### src/rtl/round_ctrl_if.sv
// ---------------------------------------------------------------------------
// round_ctrl_if
// Bundles the control/status signals between the Midori64 TI round
// controller and its host / datapath.
//
//   start      host -> ctrl   begin one encryption (only honoured when idle)
//   busy       ctrl -> host   controller is not idle
//   done       ctrl -> host   one-cycle pulse, ciphertext valid in state reg
//   load_en    ctrl -> dp     state register captures plaintext ^ WK
//   round_en   ctrl -> dp     state register captures round output
//   final_en   ctrl -> dp     state register captures final S-box ^ WK
//   round_idx  ctrl -> dp     current keyed round number
//   stage      ctrl -> dp     sub-cycle inside the TI S-box pipeline
//   sel        ctrl -> dp     round-key select (0 = k0, 1 = k1)
//   constant   ctrl -> dp     16-bit round constant, one bit per nibble LSB
//
// slave  : the controller side (receives start, drives everything else)
// master : the host/datapath side
// ---------------------------------------------------------------------------
interface round_ctrl_if #(
    parameter int SW = 2
);
    logic          start;
    logic          busy;
    logic          done;
    logic          load_en;
    logic          round_en;
    logic          final_en;
    logic [3:0]    round_idx;
    logic [SW-1:0] stage;
    logic          sel;
    logic [15:0]   constant;

    modport slave (
        input  start,
        output busy, done, load_en, round_en, final_en,
        output round_idx, stage, sel, constant
    );

    modport master (
        output start,
        input  busy, done, load_en, round_en, final_en,
        input  round_idx, stage, sel, constant
    );
endinterface

### src/rtl/round_ctrl.sv
// ---------------------------------------------------------------------------
// round_ctrl
// Sequencer for the Midori64 threshold-implementation core. Walks through
// input whitening (LOAD), ROUNDS keyed rounds of CPR cycles each (ROUND),
// the final S-box layer (FINAL, CPR cycles) and a one-cycle DONE.
//
// Ports:
//   clk  : system clock, rising edge
//   rst  : synchronous reset, active-high; aborts any operation in flight
//   bus  : round_ctrl_if.slave (start in; status, strobes, round info out)
//
// Every output is decoded from the registered state, round counter and
// stage counter only, so there is no combinational path from start.
// ---------------------------------------------------------------------------
module round_ctrl #(
    parameter int                    ROUNDS   = 15,
    parameter int                    CPR      = 2,
    parameter int                    SW       = 2,
    // alpha_i lives at [16*i+15 : 16*i]; literal lists alpha_14 first.
    parameter logic [ROUNDS*16-1:0]  RC_TABLE = {
        16'hDF90, 16'hF8CA, 16'h5130, 16'h228E, 16'h7197,
        16'h40B8, 16'h9481, 16'h0BCC, 16'h0266, 16'hD170,
        16'h104F, 16'h6213, 16'hA435, 16'h78C0, 16'h15B3
    }
) (
    input  logic         clk,
    input  logic         rst,
    round_ctrl_if.slave  bus
);

    typedef enum logic [2:0] {
        IDLE,
        LOAD,
        ROUND,
        FINAL,
        DONE
    } state_t;

    localparam logic [SW-1:0] LAST_STAGE = SW'(CPR - 1);
    localparam logic [3:0]    LAST_ROUND = 4'(ROUNDS - 1);

    state_t        state_q, state_n;
    logic [3:0]    round_q, round_n;
    logic [SW-1:0] stage_q, stage_n;

    // Round-constant ROM lookup; indices beyond ROUNDS-1 never occur.
    function automatic logic [15:0] rc_lookup(input logic [3:0] idx);
        logic [15:0] v;
        v = 16'h0000;
        for (int i = 0; i < ROUNDS; i++) begin
            if (idx == 4'(i)) begin
                v = RC_TABLE[16*i +: 16];
            end
        end
        return v;
    endfunction

    // State, round and stage registers
    always_ff @(posedge clk) begin
        if (rst) begin
            state_q <= IDLE;
            round_q <= 4'd0;
            stage_q <= '0;
        end else begin
            state_q <= state_n;
            round_q <= round_n;
            stage_q <= stage_n;
        end
    end

    // Next-state logic
    always_comb begin
        state_n = state_q;
        round_n = round_q;
        stage_n = stage_q;

        unique case (state_q)
            IDLE: begin
                if (bus.start) begin
                    state_n = LOAD;
                end
            end

            LOAD: begin
                state_n = ROUND;
                round_n = 4'd0;
                stage_n = '0;
            end

            ROUND: begin
                if (stage_q == LAST_STAGE) begin
                    stage_n = '0;
                    if (round_q == LAST_ROUND) begin
                        // Counter is cleared here so FINAL/DONE/IDLE read 0.
                        state_n = FINAL;
                        round_n = 4'd0;
                    end else begin
                        round_n = round_q + 4'd1;
                    end
                end else begin
                    stage_n = stage_q + SW'(1);
                end
            end

            FINAL: begin
                if (stage_q == LAST_STAGE) begin
                    state_n = DONE;
                    stage_n = '0;
                end else begin
                    stage_n = stage_q + SW'(1);
                end
            end

            DONE: begin
                // start seen here is not sampled; IDLE re-evaluates it.
                state_n = IDLE;
            end

            default: begin
                state_n = IDLE;
                round_n = 4'd0;
                stage_n = '0;
            end
        endcase
    end

    // Moore output decode
    always_comb begin
        bus.busy      = 1'b0;
        bus.done      = 1'b0;
        bus.load_en   = 1'b0;
        bus.round_en  = 1'b0;
        bus.final_en  = 1'b0;
        bus.round_idx = round_q;
        bus.stage     = stage_q;
        bus.sel       = 1'b0;
        bus.constant  = 16'h0000;

        unique case (state_q)
            IDLE: begin
                bus.busy = 1'b0;
            end

            LOAD: begin
                bus.busy    = 1'b1;
                bus.load_en = 1'b1;
            end

            ROUND: begin
                bus.busy     = 1'b1;
                bus.round_en = (stage_q == LAST_STAGE);
                // Key select and constant depend only on round_q, so they
                // stay constant across all CPR sub-cycles of the round.
                bus.sel      = round_q[0];
                bus.constant = rc_lookup(round_q);
            end

            FINAL: begin
                bus.busy     = 1'b1;
                bus.final_en = (stage_q == LAST_STAGE);
            end

            DONE: begin
                bus.busy = 1'b1;
                bus.done = 1'b1;
            end

            default: begin
                bus.busy = 1'b0;
            end
        endcase
    end

endmodule

### src/flat_wrapper.sv
// flat-port wrapper written by rule: the top's interface ports become plain ports
module round_ctrl_flat 
#(
    parameter int                    ROUNDS   = 15,
    parameter int                    CPR      = 2,
    parameter int                    SW       = 2,
                                                                       
    parameter logic [ROUNDS*16-1:0]  RC_TABLE = {
        16'hDF90, 16'hF8CA, 16'h5130, 16'h228E, 16'h7197,
        16'h40B8, 16'h9481, 16'h0BCC, 16'h0266, 16'hD170,
        16'h104F, 16'h6213, 16'hA435, 16'h78C0, 16'h15B3
    }
)
  (clk, rst, bus_start, bus_busy, bus_done, bus_load_en, bus_round_en, bus_final_en, bus_round_idx, bus_stage, bus_sel, bus_constant);
  round_ctrl_if #(.SW(SW)) bus_i ();
  input  logic clk;
  input  logic rst;
  input wire logic [$bits(bus_i.start)-1:0] bus_start;
  output wire logic [$bits(bus_i.busy)-1:0] bus_busy;
  output wire logic [$bits(bus_i.done)-1:0] bus_done;
  output wire logic [$bits(bus_i.load_en)-1:0] bus_load_en;
  output wire logic [$bits(bus_i.round_en)-1:0] bus_round_en;
  output wire logic [$bits(bus_i.final_en)-1:0] bus_final_en;
  output wire logic [$bits(bus_i.round_idx)-1:0] bus_round_idx;
  output wire logic [$bits(bus_i.stage)-1:0] bus_stage;
  output wire logic [$bits(bus_i.sel)-1:0] bus_sel;
  output wire logic [$bits(bus_i.constant)-1:0] bus_constant;
  assign bus_i.start = bus_start;
  assign bus_busy = bus_i.busy;
  assign bus_done = bus_i.done;
  assign bus_load_en = bus_i.load_en;
  assign bus_round_en = bus_i.round_en;
  assign bus_final_en = bus_i.final_en;
  assign bus_round_idx = bus_i.round_idx;
  assign bus_stage = bus_i.stage;
  assign bus_sel = bus_i.sel;
  assign bus_constant = bus_i.constant;
  round_ctrl #(.ROUNDS(ROUNDS), .CPR(CPR), .SW(SW), .RC_TABLE(RC_TABLE)) u_core (.clk(clk), .rst(rst), .bus(bus_i));
endmodule
### config.mk
export PLATFORM = sky130hd
export DESIGN_NAME = round_ctrl_flat
export DESIGN_NICKNAME = d
export VERILOG_FILES = /design/src/rtl/round_ctrl_if.sv /design/src/rtl/round_ctrl.sv /design/src/flat_wrapper.sv
export SDC_FILE = /design/constraint.sdc
export NUM_CORES = 1
export LEC_CHECK = 0
export CAP_MARGIN = 20
export CORE_MARGIN = 8
export CORE_UTILIZATION = 43
export CTS_BUF_LIST = sky130_fd_sc_hd__clkbuf_8
export CTS_CLUSTER_SIZE = 28
export DETAILED_ROUTE_END_ITERATION = 7
export HOLD_SLACK_MARGIN = 0.12
export PLACE_DENSITY_LB_ADDON = 0.05
export SLEW_MARGIN = 20
export SYNTH_ARGS = -nofsm -noshare
export SYNTH_HDL_FRONTEND = slang
export SYNTH_SLANG_ARGS = --single-unit
export TNS_END_PERCENT = 1
### constraint.sdc
create_clock -name clk -period 1.53 [get_ports clk]
set_clock_uncertainty 0.2 [all_clocks]
set_input_delay 0.306 -clock clk [delete_from_list [all_inputs] [get_ports clk]]
set_output_delay 0.306 -clock clk [all_outputs]
set_load 0.01 [all_outputs]
==> run summary, run 1 <==
#FFs+latches synth: 9
Mapped cell area: 996 um^2
Diode count: 0
RR Startpoint: u_core.bus.round_idx[3]
Slew Viols, Final: 0
Mapped Nets: 142
Post-route DRC violation count: 0
Clk_lat worst skew: 0.24 ns
Critical path arrival: 1.52 ns
Startpoint Class: register
CTS tree: built
VDD IR-drop max: 0.659 mV
CTS Buf Count: 3
Clk buf depth: 2
Worst setup margin: -0.498 ns
DIE HEIGHT: 64.1 um
Setup crit end kind: primary output
Largest net degree at the start of global routing: 17
Root Buffer: clkbuf_8
Design Power: 0.000985 W
Max Fclk: 0.493 GHz
Die Wd: 64.1 um
Clock sinks: 9
Status: finished with violations
Cell variety after synth: 49
Detail Placement HPWL: 2550 um
Endpoints failing hold: 0
Top FF cell, synth: dfxtp_1
Gr busiest metal: met2
Number of synthesized flops with an enable pin: 0
Most frequent cells in the layout: buf_4 (43), buf_2 (19), buf_6 (12), nand2_1 (8), a21oi_2 (8)
Vias post-DR: 1332
Met3 Use GR: 2.96%
WP data required: 1.02 ns
GRT met2 Usage: 30.0%
CP Class: register to primary output
Count of buffers from port buffering: 30
Relative slew slack: 76.4%
Routed vias/inst: 5.53
Pwr per Cell Area: 532 nW/um^2
Gr ovfl total: 0
Setup tns final: -7.51 ns
Sw Ratio: 33.3%
Worst reg2reg path depth: 5
Vias in the first global route: 1259
Synthesis warning total: 0
Share of cells above drive strength 1: 55.4%
First-pass GRT wire length: 5550 um
Hold-fix buffers, CTS: 0
Routed Antenna Nets: 0
H-tree depth: 1
Pre-CTS WS: -0.772 ns
Clk slew on worst S/H paths: 0.05 ns
Starting Density: 45.0%
P_sw: 0.000328 W
GPL Wtd Cong: 0.848
Worst Hold Class: register to register
WL per Instance: 15.6 um
Worst setup path start: u_core.state_q[2]
Max Cap Viol: 0
Core Region: 2210 um^2
IO Count: 31
Met1 GRT Util: 17.5%
Drt first pass iters: 4
Logic pwr share: 45.4%
Failing checks: setup timing
Synth Instances: 139
Most common cell after layout, fill and taps aside: buf_4
Initial antenna violation count: 0
Clock Power Share: 28.5%
P_leak: 0.892 nW
Drt total wl: 3760 um
Final setup fails: 23
Sequential share of power: 26.1%
Fin crit share: 133%
RSZ-0062 raised after global routing: true
RR Endpoint: u_core.bus.round_idx[3]
Nets: 217
Total Routing Usage GR: 16.0%
Synth Area per Inst: 7.17 um^2
Post-layout util: 83.7%
Post-synthesis async set-or-reset flop share: 0%
Area delta synth->final: 85.8%
Flop-to-flop setup slack: -0.11 ns
Worst-path maximum fanout: 4
End point of the critical path: bus_constant[4]
Placement Rows: 17
Worst Max-Slew Pin Slew: 0.344 ns
P_int: 0.000657 W
Sequential cell area fraction in the yosys report: 18.1%
Die ar.: 4110 um^2
Number of DRC markers in iteration 0: 71
Minimum clock period: 2.03 ns
-- power by group through the flow --
stage	sequential [W]	clock, W	combinational, W
final	0.000257	0.000280	0.000447
after detailed placement	0.000261	0	0.000426
after CTS	0.000255	0.000280	0.000420
after floorplan	0.000262	0	0.000226
after global routing	0.000258	0.000301	0.000480
after global placement	0.000259	0	0.000416
-- layer usage --
metal,vias up,routed length [um]
li1,648,-
met1,636,1550
met2,43,1980
met3,5,176
met4,0,44
met5,-,0
-- synth_stat cells (all sizes together) (3+ instances only) --
cell / instances / area [um^2]
a22oi: 3 / 22.5
nor2: 10 / 37.5
nand2: 9 / 36.3
inv: 5 / 18.8
a21o: 3 / 22.5
nand3: 5 / 25.0
a21oi: 13 / 65.1
buf: 12 / 73.8
o21ai: 11 / 55.1
dfxtp: 9 / 180
nor2b: 7 / 43.8
nor3b: 6 / 50.1
and3b: 3 / 26.3
clkbuf: 4 / 15.0
nand2b: 3 / 18.8
mux2i: 3 / 30.0
-- registers in the layout (all words and copies together), names as in the netlist --
signal and flops:
u_core.bus.round_idx 4, u_core.bus.stage 2, u_core.state_q 3
-- cell type report --
class | instances | area (um^2)
multi-input combinational | 109 | 870
timing repair buffer | 86 | 689
fill | 139 | 362
sequential | 9 | 193
clock buffer | 3 | 41.3
tap | 28 | 35.0
inverter | 5 | 18.8
clock inverter | 1 | 3.75
-- how the worst min path moves through the flow --
| stage | startpoint | end | slack [ns] | cells past startpoint |
|---|---|---|---|---|
| 6_report | u_core.bus.stage[1] | u_core.state_q[2] | 0.43 | 3 |
| 3_3_place_gp | u_core.bus.stage[0] | u_core.bus.stage[0] | 0.37 | 3 |
| 3_5_place_dp | u_core.bus.stage[0] | u_core.bus.stage[0] | 0.39 | 3 |
| 2_1_floorplan | u_core.bus.stage[1] | u_core.bus.stage[1] | 0.32 | 1 |
| 5_1_grt | u_core.bus.stage[1] | u_core.state_q[2] | 0.45 | 3 |
| 4_1_cts | u_core.bus.stage[1] | u_core.bus.stage[1] | 0.42 | 2 |
-- critical path, stage by stage (launching register included) --
cell	delay (ns)
dfxtp_1	0.31
or3b_4	0.45
buf_6	0.15
buf_4	0.12
a21oi_2	0.10
buf_2	0.15
-- logic make-up after synthesis --
family | after synthesis | synth area share [%]
AND/OR/NAND/NOR | 58 | 35.9
AO/OA/AOI/OAI | 44 | 28.6
buffers and inverters | 21 | 10.8
flip-flops | 9 | 18.1
XOR/XNOR | 4 | 3.52
multiplexers | 3 | 3.02
-- timing repair --
action | CTS | global route
pin swaps | 6 | 2
gates resized for setup | 117 | 25
setup buffers | 6 | 4
setup endpoints to repair | 32 | 26
-- per-stage QoR --
| step | hold slack [ns] | area [um^2] | cells |
|---|---|---|---|
| after detailed placement | 0.393 | 1700 | 227 |
| after global placement | 0.373 | 1700 | 227 |
| final | 0.434 | 1850 | 241 |
| after CTS | 0.418 | 1800 | 237 |
| after global routing | 0.453 | 1850 | 241 |
| after floorplan | 0.320 | 1090 | 139 |
Note: power is estimated with default switching activity, not from simulation.
==> inputs of run 2 (changes only) <==
--- a/config.mk
+++ b/config.mk
@@ -11,8 +11,10 @@
 export CTS_BUF_LIST = sky130_fd_sc_hd__clkbuf_8
 export CTS_CLUSTER_SIZE = 28
 export DETAILED_ROUTE_END_ITERATION = 7
+export GPL_TIMING_DRIVEN = 0
 export HOLD_SLACK_MARGIN = 0.12
 export PLACE_DENSITY_LB_ADDON = 0.05
+export SETUP_SLACK_MARGIN = 0.2
 export SLEW_MARGIN = 20
 export SYNTH_ARGS = -nofsm -noshare
 export SYNTH_HDL_FRONTEND = slang
==> run summary, run 2 (same netlist as run 1, synthesis figures left out) <==
Setup crit end kind: primary output
DIE HEIGHT: 64.1 um (unchanged)
Area after DPL: 1430 um^2 (-16%)
Design Area, Final: 1570 um^2 (-15%)
Minimum clock period: 2.13 ns (+0.0998 ns)
Critical Path, Cell by Cell: buf_6 -> or3b_4 -> bufbuf_16 -> a31oi_4 -> buf_6
Drt first pass iters: 4 (unchanged)
CP max stage delay: 0.40 ns (-0.05 ns)
GPL Wtd Cong: 0.863 (+1.8%)
Clk slew on worst S/H paths: 0.05 ns (about the same)
Post-Layout Cell Count: 211 (-12%)
Most frequent cells in the layout: buf_2 (24), buf_4 (14), o21ai_0 (9)
Count of buffers from port buffering: 30 (unchanged)
Gr ovfl total: 0 (unchanged)
Status: finished with violations
Clk buf depth: 2 (unchanged)
Relative slew slack: 74.9% (-1.5 points)
Routed Antenna Nets: 0 (unchanged)
Flop-to-flop setup slack: -0.15 ns (-0.04 ns)
Core Region: 2210 um^2 (unchanged)
Vias in the first global route: 1188 (-5.6%)
Number of DRC markers in iteration 0: 39 (-45%)
Die Wd: 64.1 um (unchanged)
Startpoint Class: register
Placement Rows: 17 (unchanged)
Nets: 187 (-14%)
Met1 GRT Util: 17.9% (+0.40 points)
Largest register FFs: 4 (unchanged)
Met3 Use GR: 3.14% (+0.17 points)
Most common cell after layout, fill and taps aside: buf_2
CP max-delay cell: or3b_4
CTS tree: built
Share of cells above drive strength 1: 48.1% (-7.3 points)
WP data required: 1.02 ns (about the same)
Post-route DRC violation count: 0 (unchanged)
Starting Density: 45.0% (unchanged)
Hold Worst Slack: 0.304 ns (-0.130 ns)
Worst path bufs/invs: 3 (unchanged)
Diode count: 0 (unchanged)
Initial antenna violation count: 0 (unchanged)
GRT met2 Usage: 29.0% (-1.0 points)
Worst Hold Class: register to register
Max Fclk: 0.470 GHz (-4.7%)
Routed vias/inst: 5.74 (+3.9%)
P_leak: 0.730 nW (-18%)
Detail Placement HPWL: 2190 um (-14%)
Worst-path maximum fanout: 6 (+2)
WL per Instance: 15.8 um (+1.4%)
CTS Buf Count: 3 (unchanged)
CP Class: register to primary output
Clock sinks: 9 (unchanged)
Root Buffer: clkbuf_8
Total Routing Usage GR: 15.9% (-0.071 points)
Worst setup margin: -0.598 ns (-0.0998 ns)
Final setup fails: 24 (+4.3%)
Endpoints failing hold: 0 (unchanged)
VDD IR-drop max: 0.772 mV (+17%)
CP most frequent cell: buf_6
Die ar.: 4110 um^2 (unchanged)
Critical path arrival: 1.62 ns (+0.10 ns)
Area delta synth->final: 57.4%
Fin crit share: 139% (+6.5 points)
Clk_lat worst skew: 0.23 ns (about the same)
Failing checks: setup timing
Slew Viols, Final: 0 (unchanged)
First-pass GRT wire length: 5550 um (unchanged)
Cell family with most CP delay: buffers and inverters
Drt total wl: 3340 um (-11%)
Pwr per Cell Area: 632 nW/um^2 (+19%)
Worst Max-Slew Pin Slew: 0.372 ns (+0.0281 ns)
IO Count: 31 (unchanged)
Largest net degree at the start of global routing: 11 (-6)
Gr busiest metal: met2
FILL cells: 193 (+39%)
RSZ-0062 raised after global routing: true
H-tree depth: 1 (unchanged)
Dpl cells: 197 (-13%)
Pre-CTS WS: -0.720 ns (+0.0518 ns)
Setup tns final: -10.31 ns (-2.80 ns)
Vias post-DR: 1212 (-9.0%)
Max Cap Viol: 0 (unchanged)
run 2: changes by cell type in the layout (fill, tap and decap cells not counted), sizes merged:
| cell | delta |
|---|---|
| buf | -30 |
| bufbuf | +1 |
| clkbuf | +1 |
| clkdlybuf4s50 | +1 |
| dlygate4sd2 | -3 |
run 2: through the flow:
| stage | total power, W | utilization [%] |
|---|---|---|
| 6_report | 0.000990 | 70.9 |
| 4_1_cts | 0.000978 | 70.7 |
| 2_1_floorplan | 0.000489 | - |
| 3_5_place_dp | 0.000625 | 64.4 |
| 5_1_grt | 0.00104 | 70.9 |
| 3_3_place_gp | 0.000620 | 64.4 |
run 2: cell type report:
class | instances | area [um^2] | area share [%]
multi-input combinational | 109 | 835 | 53.2
timing repair buffer | 40 | 288 | 18.4
sequential | 9 | 195 | 12.5
buffer | 16 | 151 | 9.66
clock buffer | 3 | 41.3 | 2.63
tap | 28 | 35.0 | 2.23
inverter | 5 | 18.8 | 1.20
clock inverter | 1 | 3.75 | 0.239
run 2: final timing paths:
check,from,end,cells after the start
max reg2reg,u_core.state_q[0],u_core.bus.round_idx[0],6
max,u_core.state_q[1],bus_constant[7],5
min,u_core.bus.stage[1],u_core.bus.stage[1],1
min reg2reg,u_core.bus.stage[1],u_core.bus.stage[1],1
run 2: timing repair:
action	CTS	global route
resized for setup	132	13
setup buffers	9	0
endpoints found under the setup margin	37	31
hold buffers	0	0
pin swaps	4	4
gates cloned	1	0
run 2: where the power goes:
group	internal (W)	switching (W)
registers	0.000246	0.00000946
logic	0.000244	0.000216
clock network	0.000175	0.0000988
total	0.000666	0.000325
run 2: layer usage:
| metal | part of all wire, % | vias to the layer above | wire (um) |
|---|---|---|---|
| met2 | 51 | 39 | 1690 |
| met4 | 1.6 | 0 | 53 |
| li1 | - | 583 | - |
| met5 | 0 | - | 0 |
| met3 | 5.5 | 8 | 185 |
| met1 | 42 | 582 | 1410 |
